--- src/rtl/pulse_period_monitor_if.sv ---
`default_nettype none
// ============================================================================
// pulse_period_monitor_if : pulse input and measurement/status outputs
// Rev 1.0
// ============================================================================
interface pulse_period_monitor_if #(
  parameter int CNT_W = 8
);
  logic             pulse_in;
  logic             period_valid;
  logic [CNT_W-1:0] period_out;
  logic             locked;
  logic             err_early;
  logic             err_late;

  modport master (
    output pulse_in,
    input  period_valid,
    input  period_out,
    input  locked,
    input  err_early,
    input  err_late
  );

  modport slave (
    input  pulse_in,
    output period_valid,
    output period_out,
    output locked,
    output err_early,
    output err_late
  );
endinterface
`default_nettype wire

--- src/rtl/pulse_period_monitor.sv ---
`default_nettype none
// ============================================================================
// pulse_period_monitor : measures pulse period, flags early/late, tracks lock
// Rev 1.0
// ============================================================================
module pulse_period_monitor #(
  parameter int EXPECTED_PERIOD = 20,
  parameter int TOLERANCE       = 1,
  parameter int LOCK_COUNT      = 4,
  parameter int CNT_W           = 8
) (
  input  wire logic              clk,
  input  wire logic              rst,
  pulse_period_monitor_if.slave  bus
);

  localparam int                 MATCH_W     = $clog2(LOCK_COUNT + 1);
  localparam logic [CNT_W-1:0]   MIN_OK      = CNT_W'(EXPECTED_PERIOD - TOLERANCE);
  localparam logic [CNT_W-1:0]   MAX_OK      = CNT_W'(EXPECTED_PERIOD + TOLERANCE);
  localparam logic [CNT_W-1:0]   CNT_MAX     = {CNT_W{1'b1}};
  localparam logic [CNT_W-1:0]   CNT_ONE     = CNT_W'(1);
  localparam logic [MATCH_W-1:0] LOCK_TARGET = MATCH_W'(LOCK_COUNT);

  typedef enum logic [1:0] {
    IDLE    = 2'd0,
    MEASURE = 2'd1,
    LOCKED  = 2'd2
  } state_t;

  state_t             r_state;
  logic [CNT_W-1:0]   r_cnt;
  logic [MATCH_W-1:0] r_match_cnt;
  logic               r_pulse_prev;
  logic [CNT_W-1:0]   r_period_out;
  logic               r_period_valid;
  logic               r_locked;
  logic               r_err_early;
  logic               r_err_late;

  logic               w_pulse_event;
  logic               w_is_early;
  logic               w_is_timeout;
  logic [MATCH_W-1:0] w_match_next;
  logic               w_lock_reached;

  assign w_pulse_event  = bus.pulse_in & ~r_pulse_prev;
  assign w_is_early     = (r_cnt < MIN_OK);
  assign w_is_timeout   = (r_cnt == MAX_OK);
  assign w_match_next   = (r_match_cnt == LOCK_TARGET) ? r_match_cnt
                                                       : r_match_cnt + MATCH_W'(1);
  assign w_lock_reached = (w_match_next == LOCK_TARGET);

  always_ff @(posedge clk or posedge rst) begin
    if (rst) begin
      r_state        <= IDLE;
      r_cnt          <= '0;
      r_match_cnt    <= '0;
      r_pulse_prev   <= 1'b0;
      r_period_out   <= '0;
      r_period_valid <= 1'b0;
      r_locked       <= 1'b0;
      r_err_early    <= 1'b0;
      r_err_late     <= 1'b0;
    end else begin
      r_pulse_prev   <= bus.pulse_in;
      r_period_valid <= 1'b0;
      r_err_early    <= 1'b0;
      r_err_late     <= 1'b0;

      case (r_state)
        IDLE: begin
          if (w_pulse_event) begin
            r_cnt   <= CNT_ONE;
            r_state <= MEASURE;
          end
        end

        MEASURE, LOCKED: begin
          if (w_pulse_event) begin
            // A pulse landing exactly on the timeout count still counts as a match.
            r_cnt          <= CNT_ONE;
            r_period_out   <= r_cnt;
            r_period_valid <= 1'b1;
            if (w_is_early) begin
              r_err_early <= 1'b1;
              r_match_cnt <= '0;
              r_locked    <= 1'b0;
              r_state     <= MEASURE;
            end else begin
              r_match_cnt <= w_match_next;
              if (w_lock_reached) begin
                r_state  <= LOCKED;
                r_locked <= 1'b1;
              end
            end
          end else if (w_is_timeout) begin
            r_err_late  <= 1'b1;
            r_match_cnt <= '0;
            r_locked    <= 1'b0;
            r_state     <= IDLE;
          end else if (r_cnt != CNT_MAX) begin
            r_cnt <= r_cnt + CNT_ONE;
          end
        end

        default: begin
          r_state     <= IDLE;
          r_match_cnt <= '0;
          r_locked    <= 1'b0;
        end
      endcase
    end
  end

  assign bus.period_valid = r_period_valid;
  assign bus.period_out   = r_period_out;
  assign bus.locked       = r_locked;
  assign bus.err_early    = r_err_early;
  assign bus.err_late     = r_err_late;

endmodule
`default_nettype wire

--- src/flat_wrapper.sv ---
// flat-port wrapper written by rule: the top's interface ports become plain ports
module pulse_period_monitor_flat 
#(
  parameter int EXPECTED_PERIOD = 20,
  parameter int TOLERANCE       = 1,
  parameter int LOCK_COUNT      = 4,
  parameter int CNT_W           = 8
)
  (clk, rst, bus_pulse_in, bus_period_valid, bus_period_out, bus_locked, bus_err_early, bus_err_late);
  pulse_period_monitor_if #(.CNT_W(CNT_W)) bus_i ();
  input  wire logic clk;
  input  wire logic rst;
  input wire logic [$bits(bus_i.pulse_in)-1:0] bus_pulse_in;
  output wire logic [$bits(bus_i.period_valid)-1:0] bus_period_valid;
  output wire logic [$bits(bus_i.period_out)-1:0] bus_period_out;
  output wire logic [$bits(bus_i.locked)-1:0] bus_locked;
  output wire logic [$bits(bus_i.err_early)-1:0] bus_err_early;
  output wire logic [$bits(bus_i.err_late)-1:0] bus_err_late;
  assign bus_i.pulse_in = bus_pulse_in;
  assign bus_period_valid = bus_i.period_valid;
  assign bus_period_out = bus_i.period_out;
  assign bus_locked = bus_i.locked;
  assign bus_err_early = bus_i.err_early;
  assign bus_err_late = bus_i.err_late;
  pulse_period_monitor #(.EXPECTED_PERIOD(EXPECTED_PERIOD), .TOLERANCE(TOLERANCE), .LOCK_COUNT(LOCK_COUNT), .CNT_W(CNT_W)) u_core (.clk(clk), .rst(rst), .bus(bus_i));
endmodule
--- config.mk ---
export PLATFORM = sky130hd
export DESIGN_NAME = pulse_period_monitor_flat
export DESIGN_NICKNAME = d
export VERILOG_FILES = /design/src/rtl/pulse_period_monitor_if.sv /design/src/rtl/pulse_period_monitor.sv /design/src/flat_wrapper.sv
export SDC_FILE = /design/constraint.sdc
export NUM_CORES = 1
export LEC_CHECK = 0
export ABC_AREA = 0
export CAP_MARGIN = 20
export CORE_MARGIN = 2
export CORE_UTILIZATION = 45
export CTS_BUF_LIST = sky130_fd_sc_hd__clkbuf_4 sky130_fd_sc_hd__clkbuf_8
export DETAILED_ROUTE_END_ITERATION = 16
export DONT_BUFFER_PORTS = 1
export PLACE_DENSITY = 0.64
export SYNTH_ARGS = -nofsm -noshare
export SYNTH_HDL_FRONTEND = slang
export SYNTH_SLANG_ARGS = --single-unit
--- constraint.sdc ---
create_clock -name clk -period 3 [get_ports clk]
set_input_delay 0.6 -clock clk [delete_from_list [all_inputs] [get_ports clk]]
set_output_delay 0.6 -clock clk [all_outputs]
set_load 0.02 [all_outputs]
==> parameters.txt, run 1 <==
Parameter                              Value

Status
  Outcome ... finished clean

Final layout
  Fill cell instance count of the final layout ... 254
  Design area ... 0.00147 sq mm
  Synth-to-Final Area Change ... 6.06%
  Cell Count, Final, Fillers Out ... 170
  Diodes inserted ... 0
  Area of the multi-input gates ... 679 sq um
  Net count of the finished layout ... 148
  Share of final-layout standard cells stronger than drive strength 1 ... between 10% and 20%
  Area of all sequential standard cells ... 651 sq um

Die
  Num rows ... 20
  Height of the die ... 59.4 microns
  Boundary pin count ... 15
  Core area ... 0.00298 sq mm
  DIE AREA ... 0.00353 sq mm
  Initial core utilization ... between 40% and 50%
  Die outline width ... about 60 microns

Timing
  Final-layout worst hold slack ... 0.0283 ns
  RSZ-0062 raised after global routing ... no
  Setup Skew ... between 0.002 and 0.003 ns
  Final Slew Violations ... 0
  Number of hold violations in the final report ... 0
  Slew at the pin closest to its max-slew limit ... 0.464 ns
  Total negative slack ... 0 ns
  Headroom to the max-slew limit ... about 70%
  Number of endpoints failing setup at the final stage ... 0
  Fraction of the cycle the final worst path needs ... 70.3%
  Fmax achieved ... 474 MHz
  Clock period minus final worst setup slack ... 2.11 ns

Detailed routing
  Drc violations ... 0
  Post-detailed-route via-to-cell ratio ... ~6.0
  Antenna viol nets, final ... 0
  Wire length after detailed routing ... 2590 microns
  Length of the first detailed-routing pass in iterations ... 4
  Total vias in the final route ... 1017
  Routed length per placed instance ... 15.2 microns
  Violation count after the first detailed-routing iteration ... 24

Yosys
  Area of the mapped netlist ... 0.00138 sq mm
  Top_reg_cell synth ... sky130_fd_sc_hd__dfrtp_1
  Cell taking the most area after synthesis ... sky130_fd_sc_hd__dfrtp_1
  Distinct cells, synth ... 39
  Ranking of synthesized cells by instance count ... 26 x sky130_fd_sc_hd__dfrtp_1, 17 x sky130_fd_sc_hd__nand2_1, 10 x sky130_fd_sc_hd__inv_1
  Net count of the mapped netlist ... 143
  Adder-Cell Fraction of Synth Area ... 5.43%
  Main combinational cell family by area after synthesis ... simple AND/OR/NAND/NOR gates
  Area share of the largest cell type after synthesis ... ~47%
  Synthesized area per cell ... 10.3 sq um
  Share of the synthesized area in compound gates (AO/OA/AOI/OAI) ... 16.6%
  Async set-or-reset flop fraction in the synthesized netlist ... 100%
  Largest cells by area after synthesis ... sky130_fd_sc_hd__dfrtp_1 47%, sky130_fd_sc_hd__ha_1 5.4%, sky130_fd_sc_hd__mux2_2 4.9%
  Number of flops mapped to enable cells by yosys ... 0
  Yosys synthesis warning count ... 0
  Top-count cell post-synth ... sky130_fd_sc_hd__dfrtp_1
  Cells after synthesis ... ~130
  Simple-gate area share of the yosys netlist ... 21.5%
  Number of storage elements in the synthesis netlist ... 26
  Post-synthesis sequential area ratio ... 47.1%
  Xor/xnor cell area share of the yosys netlist ... 0%
  Multiplexer share of the synthesized area ... 5.61%

Critical path
  Crit start category ... register
  Kind of capture point of the worst setup path ... register
  Slowest stage cell on the critical path ... sky130_fd_sc_hd__or4_1
  Start-to-end type of the worst setup path ... reg -> reg
  Largest stage delay on the critical path ... 0.55 ns
  Crit-path cells ... inv_1, ha_1, and2_1, nand2_1, or4_1, nand3_1
  Worst Path Max Fanout ... 10
  Worst r2r src ... u_core.r_state[0]$_DFFE_PP0P_
  Data arrival time of the critical path ... 2.38 ns
  Data required time of the worst path ... 3.27 ns
  Setup crit start ... u_core.r_state[0]$_DFFE_PP0P_

Clocking
  Hold_buf cts ... 0
  Sinks on the clock net ... 26
  # Post-CTS Setup Buffers ... 0
  Clock tree from TritonCTS ... done
  Depth of the CTS H-tree ... 1
  TritonCTS buffer count ... 3
  Later-pin clock latency in the skew report ... 0.32 ns
  Clock slew at the register clock pins of the worst setup and hold paths ... 0.13 ns
  Root buffer selected by CTS ... sky130_fd_sc_hd__clkbuf_4
  Maximum buffer depth of the clock tree ... 2
  Cells resized by post-CTS repair ... 0

Global routing
  Overall fraction of global-route tracks in use ... 16.8%
  Global-route wire length before repair ... about 4500 microns
  Initial antenna violation count ... 0
  Pin count of the biggest net entering global routing ... 27
  Overflow left after global routing ... 0
  Number of global-route vias before repair ... 1004

Placed design
  Gpl congestion ... 0.864
  Cell area after placement ... ~0.0014 sq mm
  Detailed placement HPWL ... 1870 microns
  Count of buffers from port buffering ... 0
  Cell count after placement ... 166

Pwr
  Maximum vdd ir drop ... 0.269 mV
  PD cells ... ~580 mW/mm^2
  Pleak ... between 0.6 and 0.7 nW
  Overall power ... 0.000845 W

Job
  Max-capacitance violation count ... 0

Worst hold path
  Class of the tightest hold or removal check ... in -> async
-- worst max-delay path, delay by kind of cell, from the launching register on --
kind	cells	cell delay [ns]
AND/OR/NAND/NOR	4	1.29
flip-flops	1	0.40
adder cells (fa/ha/maj)	1	0.31
buffers and inverters	1	0.06
-- where the power goes --
part           internal [W]  leakage [nW]  switching, W
logic             0.0000890         0.311      0.000150
clock network     0.0000472        0.0138     0.0000993
registers          0.000392         0.352     0.0000675
total              0.000528         0.676      0.000317
-- layer usage --
metal	part of all wire [%]	global-route usage (%)	vias up
met1	49	23.5	494
li1	-	-	494
met4	1.8	7.79	0
met3	4.6	3.06	5
met5	0	0	-
met2	44	25.0	24
-- placed cells by master, fill, tap and decap left out, types with 3 or more instances in the layout --
| cell | n |
|---|---|
| sky130_fd_sc_hd__o31ai_1 | 4 |
| sky130_fd_sc_hd__nand3_1 | 8 |
| sky130_fd_sc_hd__or4_1 | 3 |
| sky130_fd_sc_hd__inv_1 | 10 |
| sky130_fd_sc_hd__mux2_2 | 6 |
| sky130_fd_sc_hd__ha_1 | 6 |
| sky130_fd_sc_hd__nand2_1 | 17 |
| sky130_fd_sc_hd__dfrtp_1 | 26 |
| sky130_fd_sc_hd__clkbuf_4 | 3 |
| sky130_fd_sc_hd__o211ai_1 | 4 |
| sky130_fd_sc_hd__o21ai_1 | 3 |
| sky130_fd_sc_hd__o21ai_0 | 5 |
| sky130_fd_sc_hd__a21o_1 | 3 |
| sky130_fd_sc_hd__a21oi_1 | 7 |
-- per-stage QoR --
stage	util (%)	setup slack, ns
after floorplan	-	1.26
after global placement	47.6	0.957
after detailed placement	47.6	0.942
after CTS	48.3	0.908
after global routing	49.2	0.789
final	49.2	0.892
-- sequential cells by signal, summed over array words and instances, names as in the netlist --
| name | count |
|---|---|
| u_core.bus.period_out | 8 |
| u_core.r_match_cnt | 3 |
| u_core.bus.err_late | 1 |
| u_core.bus.locked | 1 |
| u_core.r_state | 2 |
| u_core.bus.period_valid | 1 |
| u_core.bus.err_early | 1 |
| u_core.r_pulse_prev | 1 |
| u_core.r_cnt | 8 |
-- cell type report --
cell class / count / area share (%)
Multi-Input combinational cell: 96 / 46.3
Sequential cell: 26 / 44.4
Tap cell: 33 / 2.82
Inverter: 10 / 2.56
Timing Repair Buffer: 2 / 2.39
Clock buffer: 3 / 1.54
-- kinds of logic after synthesis --
logic type	Yosys count
adders and majority gates	6
and+or+nand+nor	49
DFF	26
AOI/OAI and AO/OA	34
buffers and inverters	12
muxes	7
-- final timing paths --
| kind | cells after the start | endpoint | slack [ns] |
|---|---|---|---|
| min reg2reg | 1 | u_core.r_state[0]$_DFFE_PP0P_ | 0.56 |
| max reg2reg | 6 | u_core.r_cnt[7]$_DFFE_PP0P_ | 0.89 |
| min | 1 | u_core.bus.period_out[6]$_DFFE_PP0P_ | 0.03 |
| min in group clk | 0 | u_core.r_pulse_prev$_DFF_PP0_ | 0.29 |
| max in group asynchronous | 2 | u_core.bus.period_out[0]$_DFFE_PP0P_ | 2.62 |
| max | 6 | u_core.r_cnt[7]$_DFFE_PP0P_ | 0.89 |
Note: power is estimated with default switching activity, not from simulation.
==> inputs of run 2 (changes only) <==
PLACE_DENSITY = 0.66   (was 0.64)
clock period = 1.7 ns   (was 3 ns; I/O delays follow)
==> parameters.txt, run 2 (synthesized netlist as in run 1, its figures left out) <==
Parameter                              Value

Global routing
  Number of global-route vias before repair ... 1092 (+8.8%)
  Overall fraction of global-route tracks in use ... 18.3% (+1.5 points)
  Pin count of the biggest net entering global routing ... 27 (unchanged)
  Initial antenna violation count ... 0 (unchanged)
  Overflow left after global routing ... 0 (unchanged)
  Global-route wire length before repair ... 4820 microns (+7.4%)

Timing
  Clock period minus final worst setup slack ... 1.67 ns (-0.442 ns)
  Slew at the pin closest to its max-slew limit ... 0.322 ns (-0.142 ns)
  Final Slew Violations ... 0 (unchanged)
  Number of hold violations in the final report ... 0 (unchanged)
  Fmax achieved ... 600 MHz (+27%)
  RSZ-0062 raised after global routing ... yes
  Fraction of the cycle the final worst path needs ... 98.0% (+28 points)
  Setup Skew ... 0.00650 ns (+0.00399 ns)
  Headroom to the max-slew limit ... 78.6% (+9.9 points)
  Final-layout worst hold slack ... 0.0218 ns (-0.00655 ns)
  Number of endpoints failing setup at the final stage ... 0 (unchanged)

Clocking
  Later-pin clock latency in the skew report ... 0.33 ns (about the same)
  Depth of the CTS H-tree ... 1 (unchanged)
  Sinks on the clock net ... 26 (unchanged)
  Clock slew at the register clock pins of the worst setup and hold paths ... 0.13 ns (about the same)
  Clock tree from TritonCTS ... done
  Root buffer selected by CTS ... sky130_fd_sc_hd__clkbuf_4
  Maximum buffer depth of the clock tree ... 2 (unchanged)
  TritonCTS buffer count ... 3 (unchanged)

Placed design
  Detailed placement HPWL ... 2080 microns (+11%)
  Gpl congestion ... 0.922 (+6.7%)
  Cell count after placement ... 181 (+9.0%)
  Cell area after placement ... 0.00153 sq mm (+8.3%)
  Count of buffers from port buffering ... 0 (unchanged)

Detailed routing
  Post-detailed-route via-to-cell ratio ... 5.83 (-2.5%)
  Antenna viol nets, final ... 0 (unchanged)
  Drc violations ... 0 (unchanged)
  Wire length after detailed routing ... 3030 microns (+17%)
  Length of the first detailed-routing pass in iterations ... 4 (unchanged)
  Violation count after the first detailed-routing iteration ... 45 (+88%)
  Total vias in the final route ... 1126 (+11%)
  Routed length per placed instance ... 15.7 microns (+3.1%)

Critical path
  Worst Path Max Fanout ... 3 (-7)
  Kind of capture point of the worst setup path ... register
  Slowest stage cell on the critical path ... sky130_fd_sc_hd__dfrtp_1
  Top delay family on crit path ... compound AO/OA/AOI/OAI gates
  Data arrival time of the critical path ... 1.93 ns (-0.45 ns)
  Crit-path cells ... inv_1, ha_1, nand3b_1, a21oi_2, buf_4, nand3_1, a21o_1, o21ai_1
  Setup crit start ... u_core.r_state[0]$_DFFE_PP0P_
  Data required time of the worst path ... 1.97 ns (-1.30 ns)
  Combined buffer and inverter count along the critical path ... 2 (+1)
  Start-to-end type of the worst setup path ... reg -> reg
  Worst r2r src ... u_core.r_state[0]$_DFFE_PP0P_
  Crit start category ... register
  Largest stage delay on the critical path ... 0.42 ns (-0.13 ns)

Die
  Core area ... 0.00298 sq mm (unchanged)
  Height of the die ... 59.4 microns (unchanged)
  Num rows ... 20 (unchanged)
  Boundary pin count ... 15 (unchanged)
  DIE AREA ... 0.00353 sq mm (unchanged)
  Die outline width ... 59.4 microns (unchanged)
  Initial core utilization ... 46.4% (unchanged)

Final layout
  Fill cell instance count of the final layout ... 250 (-1.6%)
  Cell Count, Final, Fillers Out ... 193 (+14%)
  Share of final-layout standard cells stronger than drive strength 1 ... 35.0% (+20 points)
  Design area ... 0.00171 sq mm (+17%)
  Post-route core utilization ... 57.6% (+8.3 points)
  Diodes inserted ... 0 (unchanged)
  Net count of the finished layout ... 170 (+15%)
  Most common cell after layout, fill and taps aside ... sky130_fd_sc_hd__dfrtp_1
  Synth-to-Final Area Change ... 24.0%
  Leading cell types in the layout, fill and taps excluded ... 24 x sky130_fd_sc_hd__dfrtp_1, 23 x sky130_fd_sc_hd__buf_4, 16 x sky130_fd_sc_hd__nand2_1, 8 x sky130_fd_sc_hd__inv_1, 8 x sky130_fd_sc_hd__nand3_1

Pwr
  PD cells ... 1040 mW/mm^2 (+80%)
  Maximum vdd ir drop ... 0.583 mV (+120%)
  Pleak ... 0.790 nW (+17%)

Worst hold path
  Class of the tightest hold or removal check ... in -> reg
  Critical hold path startpoint ... bus_pulse_in

Job
  Max-capacitance violation count ... 0 (unchanged)

Status
  Outcome ... finished clean
-- run 2: power breakdown --
group,leakage (nW),switching [W],total (W),internal [W]
registers,0.348,0.000111,0.000803,0.000693
clock network,0.0279,0.000188,0.000427,0.000239
logic,0.414,0.000307,0.000549,0.000241
-- run 2: metrics by stage --
| step | worst slack, ns | power [W] | TNS (ns) |
|---|---|---|---|
| after floorplan | 0.0298 | 0.00115 | 0 |
| after global placement | 0.0161 | 0.00128 | 0 |
| after detailed placement | -0.0360 | 0.00130 | -0.0360 |
| after CTS | 0.00583 | 0.00174 | 0 |
| after global routing | -0.0592 | 0.00188 | -0.225 |
| final | 0.0342 | 0.00178 | 0 |
-- run 2: repair_timing --
action                                  CTS  global route
pin swaps                                 1             7
hold buffers                              1             0
resized for setup                         1            16
buffers inserted                          3             4
endpoints found under the setup margin    4             7
hold endpoints to repair                 26             0
-- run 2: final cells by class --
cell class | instances | area [sq um] | share of cell area [%]
repair buffers | 24 | 183 | 10.7
clock buffers | 3 | 22.5 | 1.31
inverters | 10 | 37.5 | 2.19
flip-flops and latches | 26 | 653 | 38.1
clock inverters | 1 | 30.0 | 1.75
well taps | 33 | 41.3 | 2.41
multi-input cells | 96 | 747 | 43.6
-- run 2: final timing paths --
| path | end | slack (ns) | cells after the start |
|---|---|---|---|
| max in group asynchronous | u_core.r_cnt[3]$_DFFE_PP0P_ | 0.97 | 3 |
| min in group asynchronous | u_core.bus.period_out[4]$_DFFE_PP0P_ | 0.48 | 3 |
| worst max-delay path | u_core.r_match_cnt[1]$_DFFE_PP0P_ | 0.03 | 8 |
| worst min-delay path | u_core.r_pulse_prev$_DFF_PP0_ | 0.02 | 0 |
| worst min register to register | u_core.r_state[1]$_DFFE_PP0P_ | 0.57 | 2 |
| worst max register to register | u_core.r_match_cnt[1]$_DFFE_PP0P_ | 0.03 | 8 |
-- run 2: worst reg2reg max path, delay by kind of cell (launching register included) --
kind	cells	cell delay, ns
AO/OA/AOI/OAI	3	0.45
flip-flops	1	0.42
adder cells (fa/ha/maj)	1	0.30
AND/OR/NAND/NOR	2	0.23
buffers and inverters	2	0.21
-- run 2: per-layer routing --
layer	routed length [microns]	GRT usage, %
met3	144	4.59
met4	77	8.77
met1	1320	22.3
met5	0	0
met2	1490	30.0
